==> config.mk <==
export PLATFORM = sky130hd
export DESIGN_NAME = push_key_event_unit_flat
export DESIGN_NICKNAME = d
export VERILOG_FILES = /design/src/rtl/push_key_event_unit_if.sv /design/src/rtl/push_key_event_unit.sv /design/src/flat_wrapper.sv
export SDC_FILE = /design/constraint.sdc
export NUM_CORES = 1
export LEC_CHECK = 0
export ABC_CLOCK_PERIOD_IN_PS = 5100
export CELL_PAD_IN_SITES_DETAIL_PLACEMENT = 2
export CELL_PAD_IN_SITES_GLOBAL_PLACEMENT = 2
export CORE_MARGIN = 10
export CORE_UTILIZATION = 35
export CTS_CLUSTER_SIZE = 14
export DETAILED_ROUTE_END_ITERATION = 8
export GPL_ROUTABILITY_DRIVEN = 0
export PLACE_DENSITY_LB_ADDON = 0.1
export SLEW_MARGIN = 0
export SYNTH_ARGS = -nofsm -noshare
export SYNTH_HDL_FRONTEND = slang
export SYNTH_SLANG_ARGS = --single-unit
==> constraint.sdc <==
create_clock -name clk -period 5.1 [get_ports clk]
set_clock_uncertainty 0.2 [all_clocks]
set_input_delay 0.51 -clock clk [delete_from_list [all_inputs] [get_ports clk]]
set_output_delay 0.51 -clock clk [all_outputs]
set_load 0.01 [all_outputs]
==> src/rtl/push_key_event_unit_if.sv <==
// Host-side event port of push_key_event_unit: FWFT event FIFO head,
// pop/clear strobes, occupancy, overflow flag and interrupt level.
interface push_key_event_unit_if;
    logic       ev_valid;
    logic [7:0] ev_data;
    logic       ev_pop;
    logic [4:0] ev_count;
    logic       ev_overflow;
    logic       ov_clr;
    logic       INT;

    modport master (
        output ev_valid,
        output ev_data,
        output ev_count,
        output ev_overflow,
        output INT,
        input  ev_pop,
        input  ov_clr
    );

    modport slave (
        input  ev_valid,
        input  ev_data,
        input  ev_count,
        input  ev_overflow,
        input  INT,
        output ev_pop,
        output ov_clr
    );
endinterface

==> src/rtl/push_key_event_unit.sv <==
// Push-key conditioning: per-key 2-flop sync and debounce, press/release
// edge capture, lowest-index arbitration into an FWFT event FIFO for the host.
module push_key_event_unit #(
    parameter int N_KEYS       = 4,
    parameter int DEBOUNCE_CYC = 500000,
    parameter int FIFO_DEPTH   = 8,
    parameter bit ACTIVE_LOW   = 1'b1
) (
    input  logic                  clk,
    input  logic                  RESET,
    input  logic [N_KEYS-1:0]     PUSH_SW,
    output logic [N_KEYS-1:0]     key_level,
    output logic [N_KEYS-1:0]     key_press,
    push_key_event_unit_if.master ev
);

    localparam int               CNT_W    = (DEBOUNCE_CYC > 1) ? $clog2(DEBOUNCE_CYC) : 1;
    localparam int               AW       = (FIFO_DEPTH > 1) ? $clog2(FIFO_DEPTH) : 1;
    localparam logic             RELEASED = ACTIVE_LOW;
    localparam logic [CNT_W-1:0] CNT_LAST = CNT_W'(DEBOUNCE_CYC - 1);

    logic [N_KEYS-1:0] edge_c;
    logic [N_KEYS-1:0] level_new;

    genvar gi;
    generate
        for (gi = 0; gi < N_KEYS; gi++) begin : g_key
            logic             sync1_q, sync2_q;
            logic             stable_q, stable_d;
            logic             press_q;
            logic [CNT_W-1:0] cnt_q, cnt_d;
            logic             s;

            // Normalised so that 1 always means pressed.
            assign s = sync2_q ^ ACTIVE_LOW;
            assign edge_c[gi]    = (s != stable_q) && (cnt_q == CNT_LAST);
            assign level_new[gi] = s;
            assign key_level[gi] = stable_q;
            assign key_press[gi] = press_q;

            always_comb begin
                stable_d = stable_q;
                cnt_d    = cnt_q;
                if (s == stable_q) begin
                    cnt_d = '0;
                end else if (cnt_q == CNT_LAST) begin
                    stable_d = s;
                    cnt_d    = '0;
                end else begin
                    cnt_d = cnt_q + 1'b1;
                end
            end

            always_ff @(posedge clk) begin
                if (RESET) begin
                    sync1_q  <= RELEASED;
                    sync2_q  <= RELEASED;
                    stable_q <= 1'b0;
                    cnt_q    <= '0;
                    press_q  <= 1'b0;
                end else begin
                    sync1_q  <= PUSH_SW[gi];
                    sync2_q  <= sync1_q;
                    stable_q <= stable_d;
                    cnt_q    <= cnt_d;
                    press_q  <= edge_c[gi] & s;
                end
            end
        end
    endgenerate

    // Pending edge flags, drained lowest index first, one per cycle.
    logic [N_KEYS-1:0] pend_q, pend_d;
    logic [N_KEYS-1:0] ptype_q, ptype_d;
    logic [N_KEYS-1:0] grant;
    logic              push_req;
    logic              push_type;
    logic [2:0]        push_idx;
    logic              found;
    logic [7:0]        push_data;

    always_comb begin
        grant     = '0;
        push_idx  = '0;
        push_type = 1'b0;
        found     = 1'b0;
        for (int k = 0; k < N_KEYS; k++) begin
            if (pend_q[k] && !found) begin
                found     = 1'b1;
                grant[k]  = 1'b1;
                push_idx  = 3'(k);
                push_type = ptype_q[k];
            end
        end
        push_req  = found;
        push_data = {push_type, 4'b0000, push_idx};
        pend_d    = (pend_q & ~grant) | edge_c;
        ptype_d   = (ptype_q & ~edge_c) | (level_new & edge_c);
    end

    // Event FIFO: array storage with asynchronous head read for FWFT.
    logic [7:0]    mem [FIFO_DEPTH];
    logic [AW-1:0] wr_q, wr_d, rd_q, rd_d;
    logic [4:0]    cnt_q, cnt_d;
    logic          ovf_q, ovf_d;
    logic          empty, full, pop_ok, push_ok, drop;

    always_comb begin
        empty   = (cnt_q == 5'd0);
        full    = (cnt_q == 5'(FIFO_DEPTH));
        pop_ok  = ev.ev_pop && !empty;
        push_ok = push_req && (!full || pop_ok);
        drop    = push_req && full && !pop_ok;
        wr_d    = push_ok ? wr_q + 1'b1 : wr_q;
        rd_d    = pop_ok ? rd_q + 1'b1 : rd_q;
        cnt_d   = cnt_q;
        case ({push_ok, pop_ok})
            2'b10:   cnt_d = cnt_q + 5'd1;
            2'b01:   cnt_d = cnt_q - 5'd1;
            default: cnt_d = cnt_q;
        endcase
        // A drop in the same cycle as a clear must leave the flag set.
        if (drop) begin
            ovf_d = 1'b1;
        end else if (ev.ov_clr) begin
            ovf_d = 1'b0;
        end else begin
            ovf_d = ovf_q;
        end
    end

    always_ff @(posedge clk) begin
        if (RESET) begin
            pend_q  <= '0;
            ptype_q <= '0;
            wr_q    <= '0;
            rd_q    <= '0;
            cnt_q   <= '0;
            ovf_q   <= 1'b0;
        end else begin
            pend_q  <= pend_d;
            ptype_q <= ptype_d;
            wr_q    <= wr_d;
            rd_q    <= rd_d;
            cnt_q   <= cnt_d;
            ovf_q   <= ovf_d;
        end
    end

    always_ff @(posedge clk) begin
        if (push_ok && !RESET) begin
            mem[wr_q] <= push_data;
        end
    end

    assign ev.ev_valid    = !empty;
    assign ev.INT         = !empty;
    assign ev.ev_data     = empty ? 8'h00 : mem[rd_q];
    assign ev.ev_count    = cnt_q;
    assign ev.ev_overflow = ovf_q;

endmodule

==> src/flat_wrapper.sv <==
// flat-port wrapper written by rule: the top's interface ports become plain ports
module push_key_event_unit_flat 
#(
    parameter int N_KEYS       = 4,
    parameter int DEBOUNCE_CYC = 500000,
    parameter int FIFO_DEPTH   = 8,
    parameter bit ACTIVE_LOW   = 1'b1
)
  (clk, RESET, PUSH_SW, key_level, key_press, ev_ev_valid, ev_ev_data, ev_ev_count, ev_ev_overflow, ev_INT, ev_ev_pop, ev_ov_clr);
  push_key_event_unit_if ev_i ();
  input  logic clk;
  input  logic RESET;
  input  logic [N_KEYS-1:0] PUSH_SW;
  output logic [N_KEYS-1:0] key_level;
  output logic [N_KEYS-1:0] key_press;
  output wire logic [$bits(ev_i.ev_valid)-1:0] ev_ev_valid;
  output wire logic [$bits(ev_i.ev_data)-1:0] ev_ev_data;
  output wire logic [$bits(ev_i.ev_count)-1:0] ev_ev_count;
  output wire logic [$bits(ev_i.ev_overflow)-1:0] ev_ev_overflow;
  output wire logic [$bits(ev_i.INT)-1:0] ev_INT;
  input wire logic [$bits(ev_i.ev_pop)-1:0] ev_ev_pop;
  input wire logic [$bits(ev_i.ov_clr)-1:0] ev_ov_clr;
  assign ev_ev_valid = ev_i.ev_valid;
  assign ev_ev_data = ev_i.ev_data;
  assign ev_ev_count = ev_i.ev_count;
  assign ev_ev_overflow = ev_i.ev_overflow;
  assign ev_INT = ev_i.INT;
  assign ev_i.ev_pop = ev_ev_pop;
  assign ev_i.ov_clr = ev_ov_clr;
  push_key_event_unit #(.N_KEYS(N_KEYS), .DEBOUNCE_CYC(DEBOUNCE_CYC), .FIFO_DEPTH(FIFO_DEPTH), .ACTIVE_LOW(ACTIVE_LOW)) u_core (.clk(clk), .RESET(RESET), .PUSH_SW(PUSH_SW), .key_level(key_level), .key_press(key_press), .ev(ev_i));
endmodule
# Yosys cells after proc, flatten, opt, wreduce, memory -nomap -nowiden
# Memory sizes are Yosys's and may differ from the RTL's. A register that Yosys moved wholly into a read port is not among the register bits.
# Index checks and enable logic that the tools add are counted.
# word_totals
ramBits	24
n_memories	1
regBits	112
input_bits	8
wordCells	122
# mem_list
name	words	word_bits	rd	rd_ports_with_merged_regs	wr	line	rtl
u_core.mem	8	3	1	1	1	push_key_event_unit.sv:102	logic [7:0] mem [FIFO_DEPTH];
# classes
reduce_logical	31
n_mux	22
addsub	8
bitwise_logic	19
eq_ne	15
# op_table
op	count
adder 19 x 1 -> 19 bit (second input constant)	4
equality test 19 bit (second input constant)	4
2-to-1 mux 1 bit	16
bitwise AND 4 bit	3
logical AND 1 bit	12
OR reduction 3 bit	4
case mux 5 bit (2 select lines)	1
2-to-1 mux 8 bit	1
NOT 1 bit	8
NOT 4 bit	2
bitwise OR 4 bit	2
AND reduction 2 bit	4
zero test 1 bit	7
adder 3 x 1 -> 3 bit (second input constant)	2
2-to-1 mux 3 bit	2
adder 5 x 1 -> 5 bit (second input constant)	1
equality test 5 x 4 -> 1 bit (second input constant)	1
zero test 5 bit	1
subtractor 5 x 1 -> 5 bit (second input constant)	1
bitwise AND 1 bit	4
equality test 1 bit	4
2-to-1 mux 2 bit	2
!= test 1 bit	4
nonzero test 2 bit	2
other kinds (3)	3

# Logic depth before layout (Yosys ltp)
# Gate-level depths: netlist of the first run.
# logic_depth
ltp_word	14
mapped_depth	12

# Worst setup path after synthesis of the first run
# Ideal clock, no wire load.
# synth_path
path_type	register to register
from	register u_core.cnt_q[0], in the netlist u_core.ev.ev_count[0]
to	register u_core.cnt_q[4], in the netlist u_core.ev.ev_count[4]
path_slack_ns	1.891
arrival_ns	2.927
stages_incl_launch_ff	12
required_ns	4.818
setup_time_ns	0.082
path_cell_list	dfxtp_1 or4_1 buf_2 o21ai_4 ha_1 clkbuf_1 xor2_1 ha_1 a21o_1 o32ai_1 or4b_2 o2111ai_1
# synth_via
elab_chain_cells	7
# synth_lines
element	line	rtl
start, declared	push_key_event_unit.sv:104	logic [4:0] cnt_q, cnt_d;
start signal, assigned	push_key_event_unit.sv:145	cnt_q <= cnt_d;
zero test 5 bit	push_key_event_unit.sv:109	empty = (cnt_q == 5'd0);
zero test 1 bit	push_key_event_unit.sv:111	pop_ok = ev.ev_pop && !empty;
logical AND 1 bit	push_key_event_unit.sv:111	
logical OR 1 bit	push_key_event_unit.sv:112	push_ok = push_req && (!full || pop_ok);
logical AND 1 bit	push_key_event_unit.sv:112	
equality test 2 x 1 -> 1 bit / equality test 2 bit (equally long branches)	push_key_event_unit.sv:117	case ({push_ok, pop_ok})
case mux 5 bit (2 select lines) / nonzero test 2 bit (equally long branches)	--	
# Parallel ways exist; a longest one is shown, timed or not.
# A chain may end at the register's enable or synchronous reset.

# Worst setup path after layout of the first run
# layout_path
from	register u_core.cnt_q[1], in the netlist u_core.ev.ev_count[1]
to	register u_core.cnt_q[4], in the netlist u_core.ev.ev_count[4]
# layout_via
elab_chain_cells	7
# layout_lines
element	line	rtl
zero test 5 bit (*)	push_key_event_unit.sv:109	
zero test 1 bit (*)	push_key_event_unit.sv:111	
logical AND 1 bit (*)	push_key_event_unit.sv:111	
via u_core.pop_ok	push_key_event_unit.sv:106	logic empty, full, pop_ok, push_ok, drop;
logical OR 1 bit	push_key_event_unit.sv:112	
logical AND 1 bit	push_key_event_unit.sv:112	
equality test 2 x 1 -> 1 bit / equality test 2 bit (equally long branches)	push_key_event_unit.sv:117	
case mux 5 bit (2 select lines) / nonzero test 2 bit (equally long branches)	--	
# The timed path passes the listed nets; every way through them passes the cells marked *.

==> results.md, run 1 <==
- Outcome: finished clean
- Clock Root Buffer: clkbuf_16
- Power density over the cells: 354 mW/mm^2
- Final slew viol count: 0
- Hold Slack: approximately 0.21 ns
- DRT Wirelength: 15.0 mm
- Slew at the pin with the worst max-slew slack: about 1 ns
- Synthesized instance count: around 620
- Peak VDD IR: approximately 260 uV
- Setup ws final: around 1.6 ns
- Initial antenna violation count: 0
- Clk slew on worst S/H paths: ~0.060 ns
- Most frequent cells in the layout: dfxtp_1 (111), nor2_1 (77), nand2_1 (38), xor2_1 (37), a21oi_1 (31)
- Die area: around 0.023 sq mm
- PortBufs: 26
- Commonest non-fill, non-tap cell in the layout: dfxtp_1
- RSZ-0062 raised after global routing: no
- Final antenna-violating net count: 0
- Critical Path RT: ~5.2 ns
- Nets@finish: 647
- Final Hold Fails: 0
- Fmax: approximately 0.29 GHz
- Pre-CTS setup slack: 1.55 ns
- Num ports: 32
- Tmin final: ~3.5 ns
- Number of synthesized flops with an enable pin: 24
- # H-tree levels: 4
- Layout cell share with drive strength beyond 1: ~10%
- M3 GR Usage: about 3.4%
- Post-CTS sizing: 0
- Die Y: around 150 um
- GRT busiest layer: met2
- Inserted Diodes: 0
- Core Util, Final: about 40%
- First drt pass iteration count: 4
- DRT iter0 DRCs: about 180
- DPL Wire Length: roughly 11 mm
- Async set-or-reset flop fraction in the synthesized netlist: 0%
- Critical path class: flip-flop to flip-flop
- Period utilization: approximately 69%
- CTS tree: yes
- Clk Latency, worst-skew pair: roughly 0.43 ns
- Leakage: between 2 and 2.5 nW
- Post-synth top area share: a little over a third
- Mapped Area: approximately 0.0061 sq mm
- Hold-fix buffers, CTS: 0
- Slew headroom: about a third
- Worst R2R Setup Slack: roughly 1.6 ns
- DRC violations left: 0
- Post-CTS setup buffers: 0
- Crit Path Max Fanout: 8
- Hold/Removal Path Class: flip-flop to flip-flop
- Crit end category: flip-flop
- Startpoint Class: flip-flop
- First-pass GRT wire length: roughly 26 mm
- DIE WIDTH: between 150 and 200 um
- Arrival time worst endpoint: roughly 3.7 ns
- Multi-input gate area: a little under 0.003 sq mm
- Met2 Resource Use GR: 23.6%
- Synth unique cells: between 60 and 70
- Met1 Use GR: 15.0%
- Synth Area per Inst: 9.90 sq um
- Clock Sinks: ~140
- Number of global-route vias before repair: around 5,100
- Core Area: between 0.015 and 0.02 sq mm
- Power, Total: between 2 and 2.5 mW
- Synth warn: 0
- Total GRT Usage: a little over an eighth
- Yosys reg bits: between 100 and 150
- Max cap viols: 0
- Via count: approximately 4,600
- Cts bufs inserted: 17
- Area Overhead vs Synth: 14.9%
- Synth area leader: dfxtp_1
- Fillcell total: between 1,500 and 2,000
- Clk buf depth: 2
- Grt ovf: 0
- Drt wl/cell: approximately 17 um
- Dominant cells by area after synthesis: dfxtp_1 (36%), edfxtp_1 (12%), xor2_1 (5.3%)
- Sequential cell area fraction in the yosys report: between 40% and 50%
- Num rows: between 40 and 50
- Vias per std cell: 5.25
- Ys flop type: dfxtp_1
- Largest net degree at the start of global routing: 35
- Final TNS setup: 0 ns
- Register Area: roughly 0.003 sq mm
- Starting density of the core: about 35%
- # setup viols final: 0
[critical path: stages, from the launching register on]
cell	delay (ns)
dfxtp_1	0.38
or4_1	0.69
o21ai_2	0.26
inv_1	0.11
ha_1	0.31
ha_1	0.38
a31oi_1	0.19
o32ai_1	0.13
or4b_2	0.66
o2111ai_1	0.10
[flip-flops by register name, indices dropped and copies added, names as in the netlist, named ones only]
signal                 count
u_core.g_key.cnt_q        76
u_core.rd_q                3
u_core.g_key.sync2_q       4
u_core.g_key.press_q       4
u_core.mem                24
u_core.ev.ev_count         5
u_core.wr_q                3
u_core.pend_q              4
u_core.g_key.sync1_q       4
u_core.g_key.stable_q      3
u_core.ev.ev_overflow      1
[layout make-up]
type                       count  area share (%)
clock buffer                  20            6.66
clock inverter                12            1.80
inverter                       6           0.321
multi-input combinational    442            41.5
sequential                   135            41.9
tap                          225            4.01
timing repair buffer          27            3.81
[cell usage after synthesis (12+ instances only)]
cell type  instances
or3_1             19
xor2_1            37
dfxtp_1          111
edfxtp_1          24
nor2_1            77
nand4_1           23
nand2_1           38
o21ai_0           18
xnor2_1           19
a21oi_1           31
buf_4             16
nand3_1           20
or4_1             12
[metal layers]
| layer | share of wire [%] | vias up |
|---|---|---|
| met4 | 1.4 | 0 |
| met1 | 45 | 2273 |
| met3 | 2.4 | 17 |
| met2 | 51 | 36 |
| met5 | 0 | - |
| li1 | - | 2228 |
[logic make-up after synthesis]
group	synth area share, %
buffers and inverters	4.44
adder cells (fa/ha/maj)	2.05
XOR/XNOR	8.02
flip-flops	48.1
AND/OR/NAND/NOR	25.0
other	0.0613
AO/OA/AOI/OAI	9.14
multiplexers	3.19
[report_power, final]
part | switching [mW] | internal (mW)
clock | 0.472 | 0.757
sequential | 0.0150 | 1.09
combinational | 0.0779 | 0.0694
total | 0.565 | 1.92
[stage by stage]
stage | cell area, sq um | instances
final | 7030 | 867
after global routing | 7030 | 867
after CTS | 7030 | 867
after detailed placement | 6430 | 835
after global placement | 6430 | 835
after floorplan | 6130 | 622
[path summary, 6_finish.rpt]
kind / startpoint / end / depth (start not counted)
worst max-delay path: u_core.ev.ev_count[1] / u_core.ev.ev_count[4] / 9
worst min-delay path: u_core.g_key[0].sync1_q / u_core.g_key[0].sync2_q / 1
worst max register to register: u_core.ev.ev_count[1] / u_core.ev.ev_count[4] / 9
worst min register to register: u_core.g_key[0].sync1_q / u_core.g_key[0].sync2_q / 1
No activity file was read; power rests on OpenSTA's default activity.
==> inputs of run 2 (changes only) <==
Settings changed: ABC_CLOCK_PERIOD_IN_PS 5100 to 2800.
Clock period 5.1 ns to 2.8 ns, I/O delays scaled along.
==> run 2 against run 1 <==
  * Clock power rose by 64%
  * Critical endpoint is now u_core.ev.ev_count[2]
  * Utilization rose by 1.1 points
  * Highest routed layer unchanged
  * Critical path depth rose by 1
  * Critical path type unchanged
  * Worst hold slack got worse by 0.0053 ns
  * Largest cell class is now multi-input gates
  * Design area rose by 2.8%
  * Combinational power rose by 140%
  * First-iteration DRC count fell by 11%
  * Die area did not move
==> results.md, run 2 (synthesis gave the netlist of run 1 again) <==
- Area Overhead vs Synth: 18.1% (was 14.9%)
- Num ports: 32 (unchanged)
- Core Area: 0.0172 sq mm (unchanged)
- Drt wl/cell: 17.4 um (was 17.3 um)
- GRT busiest layer: met2 (unchanged)
- Largest net degree at the start of global routing: 37 (was 35)
- Met2 Resource Use GR: 24.2% (was 23.6%)
- Tmin final: 2.76 ns (was 3.50 ns)
- Clock Root Buffer: clkbuf_16 (unchanged)
- Buf/Inv on CP: 1 (unchanged)
- Dpl cell area: 0.00664 sq mm (was 0.00643 sq mm)
- Power density over the cells: 608 mW/mm^2 (was 354 mW/mm^2)
- Non-Filler Instances: 890 (was 867)
- Final Hold Fails: 0 (unchanged)
- Period utilization: 98.4% (was 68.7%)
- Fillcell total: 1,853 (was 1,827)
- First drt pass iteration count: 4 (unchanged)
- Clock Sinks: 135 (unchanged)
- Crit-path cells: or4_4 -> o21ai_4 -> inv_2 -> ha_4 -> xor2_1 -> ha_2 -> a21o_1 -> xnor2_1 -> or3_1 -> a21oi_2 (was or4_1 -> o21ai_2 -> inv_1 -> ha_1 -> ha_1 -> a31oi_1 -> o32ai_1 -> or4b_2 -> o2111ai_1)
- CP top delay family: simple AND/OR/NAND/NOR gates (unchanged)
- DRC violations left: 0 (unchanged)
- Clk buf depth: 2 (unchanged)
- Crit Path Max Fanout: 5 (was 8)
- Peak VDD IR: 445 uV (was 256 uV)
- Crit end category: flip-flop (unchanged)
- Arrival time worst endpoint: 2.91 ns (was 3.65 ns)
- Total GRT Usage: 13.8% (was 13.4%)
- Power, Total: 4.39 mW (was 2.48 mW)
- Starting density of the core: 35.5% (unchanged)
- CTS tree: yes (unchanged)
- Slew headroom: 53.1% (was 34.1%)
- Hold-fix buffers, CTS: 0 (unchanged)
- Outcome: finished clean (unchanged)
- Multi-input gate area: 0.00299 sq mm (was 0.00292 sq mm)
- Nets@finish: 669 (was 647)
- Most frequent cells in the layout: dfxtp_1 (106), nor2_1 (76), nand2_1 (38), xor2_1 (37), a21oi_1 (29) (was dfxtp_1 (111), nor2_1 (77), nand2_1 (38), xor2_1 (37), a21oi_1 (31))
- Vias per std cell: 5.26 (was 5.25)
- Final TNS setup: 0 ns (unchanged)
- Setup ws final: 0.0438 ns (was 1.60 ns)
- M3 GR Usage: 3.53% (was 3.42%)
- DRT Wirelength: 15.5 mm (was 15.0 mm)
- Design area: 0.00722 sq mm (was 0.00703 sq mm)
- DPL Wire Length: 11.1 mm (was 10.8 mm)
- Critical path class: flip-flop to flip-flop (unchanged)
- Reg2Reg Depth: 10 (was 9)
- Slowest cell on crit path: or4_4 (was or4_1)
- Via count: 4,683 (was 4,554)
- Crit path depth: 10 (was 9)
- Pre-CTS setup slack: -0.0460 ns (was 1.55 ns)
- DRT iter0 DRCs: 155 (was 175)
- Final antenna-violating net count: 0 (unchanged)
- Critical Path RT: 2.95 ns (was 5.24 ns)
- Final slew viol count: 0 (unchanged)
- Fmax: 0.363 GHz (was 0.285 GHz)
- First-pass GRT wire length: 26.6 mm (was 25.8 mm)
- Max incr delay on CP: 0.59 ns (was 0.69 ns)
- Max cap viols: 0 (unchanged)
- DP Cell Count: 855 (was 835)
- Clk Latency, worst-skew pair: 0.43 ns (about the same)
- Core Util, Final: 41.9% (was 40.8%)
- Max reg flops: 76 (unchanged)
- Hold Slack: 0.208 ns (was 0.213 ns)
- Hold/Removal Path Class: flip-flop to flip-flop (unchanged)
- PortBufs: 26 (unchanged)
- Register Area: 0.00295 sq mm (was 0.00294 sq mm)
- Reg with most FFs: u_core.g_key.cnt_q (unchanged)
- Clk slew on worst S/H paths: 0.06 ns (about the same)
- Leakage: 2.40 nW (was 2.29 nW)
- Hold Path Depth: 1 (unchanged)
- DIE WIDTH: 152 um (unchanged)
- Grt ovf: 0 (unchanged)
- Slew at the pin with the worst max-slew slack: 0.704 ns (was 0.981 ns)
- Num rows: 48 (unchanged)
- Initial antenna violation count: 0 (unchanged)
- Number of global-route vias before repair: 5,189 (was 5,068)
- Die Y: 152 um (unchanged)
- Cts bufs inserted: 17 (unchanged)
- Commonest non-fill, non-tap cell in the layout: dfxtp_1 (unchanged)
- RSZ-0062 raised after global routing: yes (was no)
- Worst R2R Setup Slack: 0.04 ns (was 1.60 ns)
- Die area: 0.0232 sq mm (unchanged)
- Layout cell share with drive strength beyond 1: 14.9% (was 9.97%)
- # H-tree levels: 4 (unchanged)
- # setup viols final: 0 (unchanged)
- Met1 Use GR: 15.8% (was 15.0%)
- Startpoint Class: flip-flop (unchanged)
==> run 2: cell count changes in the layout (fill, tap and decap cells not counted), sizes merged <==
cell      change
buf          +22
bufinv        -2
clkbuf        +3
clkinv        +1
clkinvlp      -3
diode         +1
inv           +1
==> run 2: per-layer routing <==
layer / part of all wire (%) / up-vias
met1: 44 / 2343
met3: 2.6 / 24
li1: - / 2276
met4: 1.8 / 0
met5: 0 / -
met2: 52 / 40
==> run 2: final cells by class <==
type	instances	area share (%)
timing repair buffer	49	6.17
clock inverter	9	0.710
clock buffer	23	6.62
multi-input combinational	442	41.4
tap	225	3.90
inverter	6	0.312
sequential	135	40.9
antenna	1	0.0347
==> run 2: report_power, final <==
group	internal (mW)	switching, mW
Sequential	1.99	0.0207
Combinational	0.185	0.170
Clock	1.19	0.832
Total	3.36	1.02
==> run 2: worst paths after layout <==
path | to | from
max | u_core.ev.ev_count[2] | u_core.ev.ev_count[4]
min | u_core.g_key[3].sync2_q | u_core.g_key[3].sync1_q
max reg2reg | u_core.ev.ev_count[2] | u_core.ev.ev_count[4]
min reg2reg | u_core.g_key[3].sync2_q | u_core.g_key[3].sync1_q
==> run 2: timing repair <==
action,4_1_cts,5_1_grt
gates cloned,0,0
endpoints found under the setup margin,6,7
pin swaps,2,2
buffers inserted,0,2
gates resized for setup,3,4
